===== src/rtl/hureader_pkg.sv =====
// Shared definitions for the HuCard reader PIO master: reader register map,
// controller and bus-cycle state encodings.
package hureader_pkg;

   localparam int ADDR_W = 21;
   localparam int LEN_W  = 22;

   localparam logic [2:0] REG_ADL     = 3'd0;
   localparam logic [2:0] REG_ADM     = 3'd1;
   localparam logic [2:0] REG_ADH     = 3'd2;
   localparam logic [2:0] REG_DATA    = 3'd3;
   localparam logic [2:0] REG_AUTOINC = 3'd7;

   typedef enum logic [2:0] {
      IDLE,
      WR_ADH,
      WR_ADM,
      WR_ADL,
      RD_BYTE,
      WAIT_OUT,
      FINISH
   } state_t;

   typedef enum logic [1:0] {
      CYC_IDLE,
      CYC_SETUP,
      CYC_STROBE,
      CYC_HOLD
   } cyc_state_t;

endpackage


===== src/rtl/hureader_pio_cycle.sv =====
// One timed reader bus cycle: setup with CS low, strobe, hold, then CS high.
// All bus outputs are registered so they change cleanly on clock edges.
module hureader_pio_cycle
   import hureader_pkg::*;
#(
   parameter int T_SETUP  = 2,
   parameter int T_STROBE = 4,
   parameter int T_HOLD   = 2
)
(
   input  logic       clock,
   input  logic       reset,
   input  logic       start,
   input  logic       wr,
   input  logic [2:0] reg_sel,
   input  logic [7:0] wdata,
   output logic       done,
   output logic [7:0] rdata,
   output logic       pexp_cs_n,
   output logic       prd_n,
   output logic       pwr_n,
   output logic [2:0] pa,
   output logic [7:0] pd_out,
   output logic       pd_oe,
   input  logic [7:0] pd_in
);

   localparam int CNT_W = 8;

   cyc_state_t       state, state_nx;
   logic [CNT_W-1:0] cnt, cnt_nx;
   logic             wr_q, wr_nx;
   logic [2:0]       pa_nx;
   logic [7:0]       pd_out_nx;
   logic             load_rd;

   always_comb begin
      state_nx  = state;
      cnt_nx    = cnt;
      wr_nx     = wr_q;
      pa_nx     = pa;
      pd_out_nx = pd_out;
      load_rd   = 1'b0;
      unique case (state)
         CYC_IDLE: begin
            if (start) begin
               state_nx  = CYC_SETUP;
               cnt_nx    = CNT_W'(T_SETUP - 1);
               wr_nx     = wr;
               pa_nx     = reg_sel;
               pd_out_nx = wr ? wdata : 8'h00;
            end
         end
         CYC_SETUP: begin
            if (cnt == '0) begin
               state_nx = CYC_STROBE;
               cnt_nx   = CNT_W'(T_STROBE - 1);
            end else begin
               cnt_nx = cnt - CNT_W'(1);
            end
         end
         CYC_STROBE: begin
            // pd_in is captured on the edge that ends the last strobe-low clock
            if (cnt == '0) begin
               state_nx = CYC_HOLD;
               cnt_nx   = CNT_W'(T_HOLD - 1);
               load_rd  = ~wr_q;
            end else begin
               cnt_nx = cnt - CNT_W'(1);
            end
         end
         CYC_HOLD: begin
            if (cnt == '0) begin
               state_nx = CYC_IDLE;
            end else begin
               cnt_nx = cnt - CNT_W'(1);
            end
         end
         default: state_nx = CYC_IDLE;
      endcase
   end

   always_ff @(posedge clock or posedge reset) begin
      if (reset) begin
         state     <= CYC_IDLE;
         cnt       <= '0;
         wr_q      <= 1'b0;
         pa        <= 3'd0;
         pd_out    <= 8'h00;
         pd_oe     <= 1'b0;
         pexp_cs_n <= 1'b1;
         prd_n     <= 1'b1;
         pwr_n     <= 1'b1;
         rdata     <= 8'h00;
         done      <= 1'b0;
      end else begin
         state     <= state_nx;
         cnt       <= cnt_nx;
         wr_q      <= wr_nx;
         pa        <= pa_nx;
         pd_out    <= pd_out_nx;
         pexp_cs_n <= (state_nx == CYC_IDLE);
         pd_oe     <= (state_nx != CYC_IDLE) && wr_nx;
         prd_n     <= ~((state_nx == CYC_STROBE) && !wr_nx);
         pwr_n     <= ~((state_nx == CYC_STROBE) && wr_nx);
         done      <= (state == CYC_HOLD) && (state_nx == CYC_IDLE);
         if (load_rd) begin
            rdata <= pd_in;
         end
      end
   end

endmodule


===== src/rtl/hureader_pio_master.sv =====
// HuCard reader PIO master: sets the reader address, streams bytes out with a
// valid/ready handshake. Define HUREADER_AUTOINC_EN to use the auto-increment port.
//
//  state    | meaning
//  IDLE     | waiting for cmd_start
//  WR_ADH   | writing address bits 20:16
//  WR_ADM   | writing address bits 15:8
//  WR_ADL   | writing address bits 7:0
//  RD_BYTE  | reading one card byte
//  WAIT_OUT | CS high until the read byte is accepted, then pick next cycle
//  FINISH   | done pulse, back to IDLE
module hureader_pio_master
   import hureader_pkg::*;
#(
   parameter int T_SETUP  = 2,
   parameter int T_STROBE = 4,
   parameter int T_HOLD   = 2
)
(
   input  logic              clock,
   input  logic              reset,
   input  logic              cmd_start,
   input  logic [ADDR_W-1:0] cmd_addr,
   input  logic [LEN_W-1:0]  cmd_len,
   input  logic              cmd_abort,
   output logic              busy,
   output logic              done,
   output logic [7:0]        rd_data,
   output logic              rd_valid,
   input  logic              rd_ready,
   output logic              pexp_cs_n,
   output logic              prd_n,
   output logic              pwr_n,
   output logic [2:0]        pa,
   output logic [7:0]        pd_out,
   output logic              pd_oe,
   input  logic [7:0]        pd_in
);

`ifdef HUREADER_AUTOINC_EN
   localparam logic AUTOINC_EN = 1'b1;
`else
   localparam logic AUTOINC_EN = 1'b0;
`endif

   state_t            state, state_nx, follow;
   logic [ADDR_W-1:0] addr;
   logic [LEN_W-1:0]  remaining;
   logic              launched;
   logic              is_bus;
   logic              rd_load;
   logic              cyc_start, cyc_wr, cyc_done;
   logic [2:0]        cyc_reg;
   logic [7:0]        cyc_wdata, cyc_rdata;

   hureader_pio_cycle #(
      .T_SETUP  (T_SETUP),
      .T_STROBE (T_STROBE),
      .T_HOLD   (T_HOLD)
   ) u_cycle (
      .clock     (clock),
      .reset     (reset),
      .start     (cyc_start),
      .wr        (cyc_wr),
      .reg_sel   (cyc_reg),
      .wdata     (cyc_wdata),
      .done      (cyc_done),
      .rdata     (cyc_rdata),
      .pexp_cs_n (pexp_cs_n),
      .prd_n     (prd_n),
      .pwr_n     (pwr_n),
      .pa        (pa),
      .pd_out    (pd_out),
      .pd_oe     (pd_oe),
      .pd_in     (pd_in)
   );

   always_comb begin
      state_nx  = state;
      follow    = state;
      is_bus    = 1'b0;
      cyc_start = 1'b0;
      cyc_wr    = 1'b1;
      cyc_reg   = REG_ADL;
      cyc_wdata = 8'h00;
      unique case (state)
         IDLE: begin
            if (cmd_start) begin
               state_nx = (cmd_len == '0) ? FINISH : WR_ADH;
            end
         end
         WR_ADH: begin
            is_bus    = 1'b1;
            cyc_reg   = REG_ADH;
            cyc_wdata = {3'b000, addr[20:16]};
            follow    = WR_ADM;
         end
         WR_ADM: begin
            is_bus    = 1'b1;
            cyc_reg   = REG_ADM;
            cyc_wdata = addr[15:8];
            follow    = WR_ADL;
         end
         WR_ADL: begin
            is_bus    = 1'b1;
            cyc_reg   = REG_ADL;
            cyc_wdata = addr[7:0];
            follow    = RD_BYTE;
         end
         RD_BYTE: begin
            is_bus  = 1'b1;
            cyc_wr  = 1'b0;
            cyc_reg = AUTOINC_EN ? REG_AUTOINC : REG_DATA;
            follow  = WAIT_OUT;
         end
         WAIT_OUT: begin
            // addr already points at the next byte here
            if (cmd_abort) begin
               state_nx = FINISH;
            end else if (!rd_valid || rd_ready) begin
               if (remaining == '0) begin
                  state_nx = FINISH;
               end else if (addr[15:0] == 16'h0000) begin
                  state_nx = WR_ADH;
               end else if (addr[7:0] == 8'h00) begin
                  state_nx = WR_ADM;
               end else if (AUTOINC_EN) begin
                  state_nx = RD_BYTE;
               end else begin
                  state_nx = WR_ADL;
               end
            end
         end
         FINISH: state_nx = IDLE;
         default: state_nx = IDLE;
      endcase

      // an abort seen before launch skips the cycle; once launched it runs to the end
      if (is_bus) begin
         if (!launched) begin
            if (cmd_abort) begin
               state_nx = FINISH;
            end else begin
               cyc_start = 1'b1;
            end
         end else if (cyc_done) begin
            state_nx = cmd_abort ? FINISH : follow;
         end
      end
   end

   assign rd_load = (state == RD_BYTE) && cyc_done && !cmd_abort;

   always_ff @(posedge clock or posedge reset) begin
      if (reset) begin
         state     <= IDLE;
         launched  <= 1'b0;
         addr      <= '0;
         remaining <= '0;
         rd_data   <= 8'h00;
         rd_valid  <= 1'b0;
         busy      <= 1'b0;
         done      <= 1'b0;
      end else begin
         state <= state_nx;
         busy  <= (state_nx != IDLE);
         done  <= (state_nx == FINISH);

         if (cyc_done) begin
            launched <= 1'b0;
         end else if (cyc_start) begin
            launched <= 1'b1;
         end

         if (state == IDLE && cmd_start) begin
            addr      <= cmd_addr;
            remaining <= cmd_len;
         end else if (state == RD_BYTE && cyc_done) begin
            addr      <= addr + 21'd1;
            remaining <= remaining - 22'd1;
         end

         if (state == FINISH) begin
            rd_valid <= 1'b0;
         end else if (rd_load) begin
            rd_valid <= 1'b1;
            rd_data  <= cyc_rdata;
         end else if (rd_valid && rd_ready) begin
            rd_valid <= 1'b0;
         end
      end
   end

endmodule


===== config.mk =====
export PLATFORM = sky130hd
export DESIGN_NAME = hureader_pio_master
export DESIGN_NICKNAME = d
export VERILOG_FILES = /design/src/rtl/hureader_pkg.sv /design/src/rtl/hureader_pio_cycle.sv /design/src/rtl/hureader_pio_master.sv
export SDC_FILE = /design/constraint.sdc
export NUM_CORES = 1
export LEC_CHECK = 0
export CAP_MARGIN = 5
export CORE_MARGIN = 1
export CORE_UTILIZATION = 54
export CTS_CLUSTER_DIAMETER = 50
export DETAILED_ROUTE_END_ITERATION = 16
export MAX_ROUTING_LAYER = met4
export PLACE_DENSITY = 0.81
export SLEW_MARGIN = 20
export SYNTH_ARGS = -nofsm -noshare
export SYNTH_HDL_FRONTEND = slang
export SYNTH_SLANG_ARGS = --single-unit
export TNS_END_PERCENT = 100

===== constraint.sdc =====
create_clock -name clock -period 4.87 [get_ports clock]
set_input_delay 1.461 -clock clock [delete_from_list [all_inputs] [get_ports clock]]
set_output_delay 1.461 -clock clock [all_outputs]
set_load 0.02 [all_outputs]

======== Word level (Yosys, flattened, before mapping) ========
Index checks and enable logic that the tools add are counted.
operators by class
  mux-type cells .......................... 45
  reductions and logical operators ........ 29
  add/subtract/negate cells ............... 3
  bitwise logic cells ..................... 4
  equal/unequal tests ..................... 13
operator list
  cell                     number
  $logic_not A22 Y1        2
  $mux W22                 2
  $mux W21                 2
  $mux W8                  5
  $pmux W8 S4              1
  $mux W3                  10
  $pmux W8 S3              1
  $sub A22 B1 Y22 const B  1
  $add A21 B1 Y21 const B  1
  $logic_not A16 Y1        1
  $logic_not A8 Y1         2
  $mux W1                  15
  $eq A3 B3 Y1 const B     4
  $pmux W3 S4              1
  $mux W2                  5
  $pmux W3 S3              1
  $logic_and A1 B1 Y1      8
  $pmux W2 S4              1
  $sub A8 B1 Y8 const B    1
  $eq A2 B2 Y1 const B     3
  $eq A3 B2 Y1 const B     2
  $pmux W2 S3              1
  $reduce_and A2 Y1        3
  $reduce_bool A2 Y1       3
  10 further kinds         18
storage, ports and cells
  register bits after elaboration ......... 93
  output and inout port bits .............. 26
  logic and storage cells ................. 113
  input bits .............................. 56

======== Logic depth before layout (Yosys ltp) ========
  depth after elaboration ................. 11
  gate-level depth with buffers ........... 9
  depth with buffers taken out ............ 8

======== By module ========
From an unflattened synthesis, not the netlist that was laid out.
second synthesis, totals
  cell total of the unflattened synthesis .. 545
  area total of the unflattened synthesis .. 5129.9 µm²
by module, submodules not included
  module               cells each  instances  seq. area each (µm²)  area an instance (µm²)
  hureader_pio_master  410         1          1451.4                3550.9
  hureader_pio_cycle   135         1          879.6                 1579.0

======== Worst setup path before layout ========
OpenSTA, ideal clock, no wires.
  path type ............................... input-to-reg
  from .................................... input port cmd_start
  to ...................................... register remaining[3]
  buffers on the path ..................... 2
  data arrival time ....................... 2.887 ns
  stages on the path ...................... 6
  slack ................................... 1.856 ns
  required time ........................... 4.744 ns
  setup time .............................. 0.126 ns
  cell sequence ........................... or4b_2 -> clkbuf_1 -> nand2_1 -> buf_2 -> o21ai_0 -> a221o_1
between the ends
  cells in the longest elaborated chain, start to end .. 2
  elaborated cells on any way between the ends .. 3
  classes of those cells .................. mux (1); reduce/logical (2)
RTL lines
  what                                                   RTL line                    source
  start: declaration                                     hureader_pio_master.sv:22   input logic cmd_start,
  $logic_and A1 B1 Y1 (*)                                hureader_pio_master.sv:175  if (state == IDLE && cmd_start) begin
  $mux W22 / $reduce_bool A2 Y1 (equally long branches)  --
  end signal: assignment                                 hureader_pio_master.sv:177  remaining <= cmd_len;
  end signal: assignment                                 hureader_pio_master.sv:180  remaining <= remaining - 22'd1;
  end: declaration                                       hureader_pio_master.sv:48   logic [LEN_W-1:0] remaining;
Mark *: on every way between the ends. The rest lies on a longest branch, timed or not.
A chain may end at the register's enable or synchronous reset.

======== Worst setup path after layout ========
  from .................................... input port cmd_start
  to ...................................... register remaining[21]
Same word-level chain as after synthesis.

==> run summary <==
Cell at the root of the clock tree: sky130_fd_sc_hd__clkbuf_8
Initial standard-cell utilization of the core: 0.566
Clk buf depth: 2
Total wire length after detailed routing: 12100 um
Number of CTS-inserted buffers: 9
Buffers plus inverters on the worst setup path: 1
Clock Latency Late Sink: 0.37 ns
Worst min path class: flip-flop to flip-flop
CP max stage cell: sky130_fd_sc_hd__or4b_2
Placement Rows: 34
Proportion of layout cells with a drive suffix above 1: 0.107
Final period util: 0.733
Flop2flop setup slack: 1.82 ns
Via total after detailed routing: 4449
Routability congestion estimate from global placement: 0.893
Fin Clk Skew: 0.0149 ns
Pin count of the biggest net entering global routing: 48
EDFF count, synth: 0
1st-iter DRT viols: 290
Total routing usage reported by global routing: 0.269
Post-detailed-route DRC marker count: 5
Wire length of the first global-routing pass: 20000 um
Number of global-route vias before repair: 4145
# setup viols final: 0
Pre-Repair DR Iteration Count: 11
Hold violation count in the final report: 0
Share of synthesized flip-flops with an asynchronous set or reset: 1.00
Number of buffers added for setup after CTS: 0
Number of port buffers: 80
Accumulated negative setup slack: 0 ns
Cells after synthesis: 512
Clock-pin slew of the registers on the worst-case setup and hold paths: 0.10 ns
Post-synthesis register bit count: 92
Core Util, Final: 0.684
Number of routed nets with antenna violations: 0
Cell-by-cell trace of the critical path: clkdlybuf4s50_1, or4b_2, nand2_1, o21ai_0, a221o_1
Category of the critical setup timing path: input pin to flip-flop
Fmax: 280 MHz
Critical path launch point type: input pin
Max Transition Viols Final: 0
Area of combinational cells with multiple inputs: 2530 sq um
Number of warnings printed during yosys synthesis: 0
Die outline area: 9660 sq um
Horizontal die dimension: 98.3 um
Share of synthesized area occupied by flip-flops and latches: 0.461
Wire length per cell after detailed routing: 17.6 um
Category of cells accounting for the largest share of critical-path delay: simple AND/OR/NAND/NOR gates
Violations in the final reports: DRC
I/O pin count: 82
Post-cts hold buffer count: 0
Total overflow reported by the global router: 0
Core region area: 8850 sq um
Via density per instance: 6.47
Setup repair after global routing missed its margin: no
Post-synth net total: 573
Number of filler instances in the final layout: 714
Synth top area share: 0.445
Average cell area after synthesis: 9.78 sq um
Area of the mapped netlist: 5010 sq um
Antenna violations before repair: 0
Shortest period the worst path allows: 3.57 ns
Number of H-tree branching levels: 3
Number of gates resized after cts: 0
Power per standard cell area: 542 nW/um^2
Inst Count DP: 673
Sequential cell area: 2310 sq um
Maxcap violations: 0
Layout overhead on the synthesized area: 20.8%
Worst endpoint required time: 5.14 ns
Most instantiated flip-flop cell in the synthesis netlist: sky130_fd_sc_hd__dfrtp_1
Most area-consuming cells after synthesis: sky130_fd_sc_hd__dfrtp_1 (44%), sky130_fd_sc_hd__nand2_1 (5.0%), sky130_fd_sc_hd__mux2_2 (4.9%)
Number of diodes: 0
Max_slew headroom: 0.348
Number of distinct library cells after synthesis: 69
Post-DP HPWL: 8420 um
Worst stage delay on the critical path: 0.86 ns
Crit path arrival time: 3.83 ns
Clock tree from TritonCTS: done
Nets: 637
Status: finished with violations
Static leakage: 2.43 nW
Y dimension of the die: 98.3 um
Kind of end point of the critical path: flip-flop
Peak fanout along the critical path: 19
Largest voltage drop on the vdd net: 0.000376 V
Clock sink count: 92
Number of cells in the finished layout apart from fillers: 688
Area leader, netlist: sky130_fd_sc_hd__dfrtp_1
Slew @ Worst Pin: 0.975 ns
-- final timing paths --
path,endpoint,startpoint,cells past startpoint
setup / recovery,remaining[21],cmd_start,5
hold / removal,u_cycle.pa[1],u_cycle.pa[1],2
setup reg to reg,remaining[17],state[2],6
hold reg to reg,u_cycle.pa[1],u_cycle.pa[1],2
max in group asynchronous,u_cycle.pexp_cs_n,reset,3
min in group asynchronous,remaining[10],reset,2
-- per-stage QoR --
step                      area (sq um)  power, mW  worst slack (ns)  hold WS (ns)
final                             6050       3.28              1.30         0.492
after CTS                         6050       3.27              1.33         0.494
after global routing              6050       3.49              1.21         0.532
after detailed placement          5870       2.79             0.933         0.472
after floorplan                   5010       2.36              1.02         0.459
after global placement            5870       2.72             0.987         0.461
-- cell families (layout without fill, tap and decap cells) --
family | after synthesis | in the layout | synth area share
AND/OR/NAND/NOR | 191 | 191 | 0.210
AO/OA/AOI/OAI | 146 | 146 | 0.213
multiplexers | 25 | 25 | 0.0555
XOR/XNOR | 7 | 7 | 0.0122
adder cells (fa/ha/maj) | 5 | 5 | 0.0125
buffers and inverters | 45 | 113 | 0.0355
flip-flops | 92 | 92 | 0.461
other | 1 | 1 | 0.000749
-- final cells by class --
type / count / area share
Multi-Input combinational cell: 375 / 0.419
Clock inverter: 5 / 0.00600
Clock buffer: 10 / 0.0228
Inverter: 13 / 0.00827
Tap cell: 108 / 0.0223
Sequential cell: 92 / 0.381
Timing Repair Buffer: 85 / 0.141
-- synth_stat cells (14+ instances only) --
library cell	instances
sky130_fd_sc_hd__nor2_1	26
sky130_fd_sc_hd__mux2_2	22
sky130_fd_sc_hd__a21oi_1	14
sky130_fd_sc_hd__clkbuf_1	26
sky130_fd_sc_hd__nand2_1	67
sky130_fd_sc_hd__nor4_1	14
sky130_fd_sc_hd__o311ai_0	16
sky130_fd_sc_hd__o211ai_1	14
sky130_fd_sc_hd__o21ai_0	31
sky130_fd_sc_hd__nor3_1	14
sky130_fd_sc_hd__dfrtp_1	89
-- metal layers --
| metal | global-route usage | wire length (um) |
|---|---|---|
| met1 | 0.373 | 5420 |
| met2 | 0.399 | 5730 |
| met3 | 0.0372 | 735 |
| met4 | 0.111 | 251 |
| met5 | - | 0 |
-- worst reg2reg max path, stage by stage, from the launching register on --
cell,delay (ns)
sky130_fd_sc_hd__dfrtp_1,0.78
sky130_fd_sc_hd__nor3b_1,0.26
sky130_fd_sc_hd__buf_4,0.18
sky130_fd_sc_hd__and2_1,0.57
sky130_fd_sc_hd__nand4_1,0.48
sky130_fd_sc_hd__o311ai_0,0.50
sky130_fd_sc_hd__o211ai_1,0.15
-- report_power, final --
group          internal (mW)  total, mW  switching (mW)
Sequential              1.07       1.52           0.445
Combinational          0.628       1.28           0.656
Clock                  0.197      0.476           0.279
-- sequential cells by signal (all words and copies together) (netlist names), 2 cells and up --
| register | count |
|---|---|
| rd_data | 8 |
| u_cycle.pa | 2 |
| u_cycle.rdata | 8 |
| u_cycle.pd_out | 8 |
| addr | 21 |
| remaining | 22 |
| u_cycle.state | 2 |
| state | 3 |
| u_cycle.cnt | 8 |
-- cell usage in the layout (no fill, tap or decap), types with 14 or more instances in the layout --
cell type and count:
sky130_fd_sc_hd__a21oi_1 14, sky130_fd_sc_hd__clkdlybuf4s50_1 80, sky130_fd_sc_hd__dfrtp_1 89, sky130_fd_sc_hd__mux2_2 22
sky130_fd_sc_hd__nand2_1 67, sky130_fd_sc_hd__nor2_1 26, sky130_fd_sc_hd__nor3_1 14, sky130_fd_sc_hd__nor4_1 14
sky130_fd_sc_hd__o211ai_1 14, sky130_fd_sc_hd__o21ai_0 31, sky130_fd_sc_hd__o311ai_0 16
No activity file was read; power rests on OpenSTA's default activity.
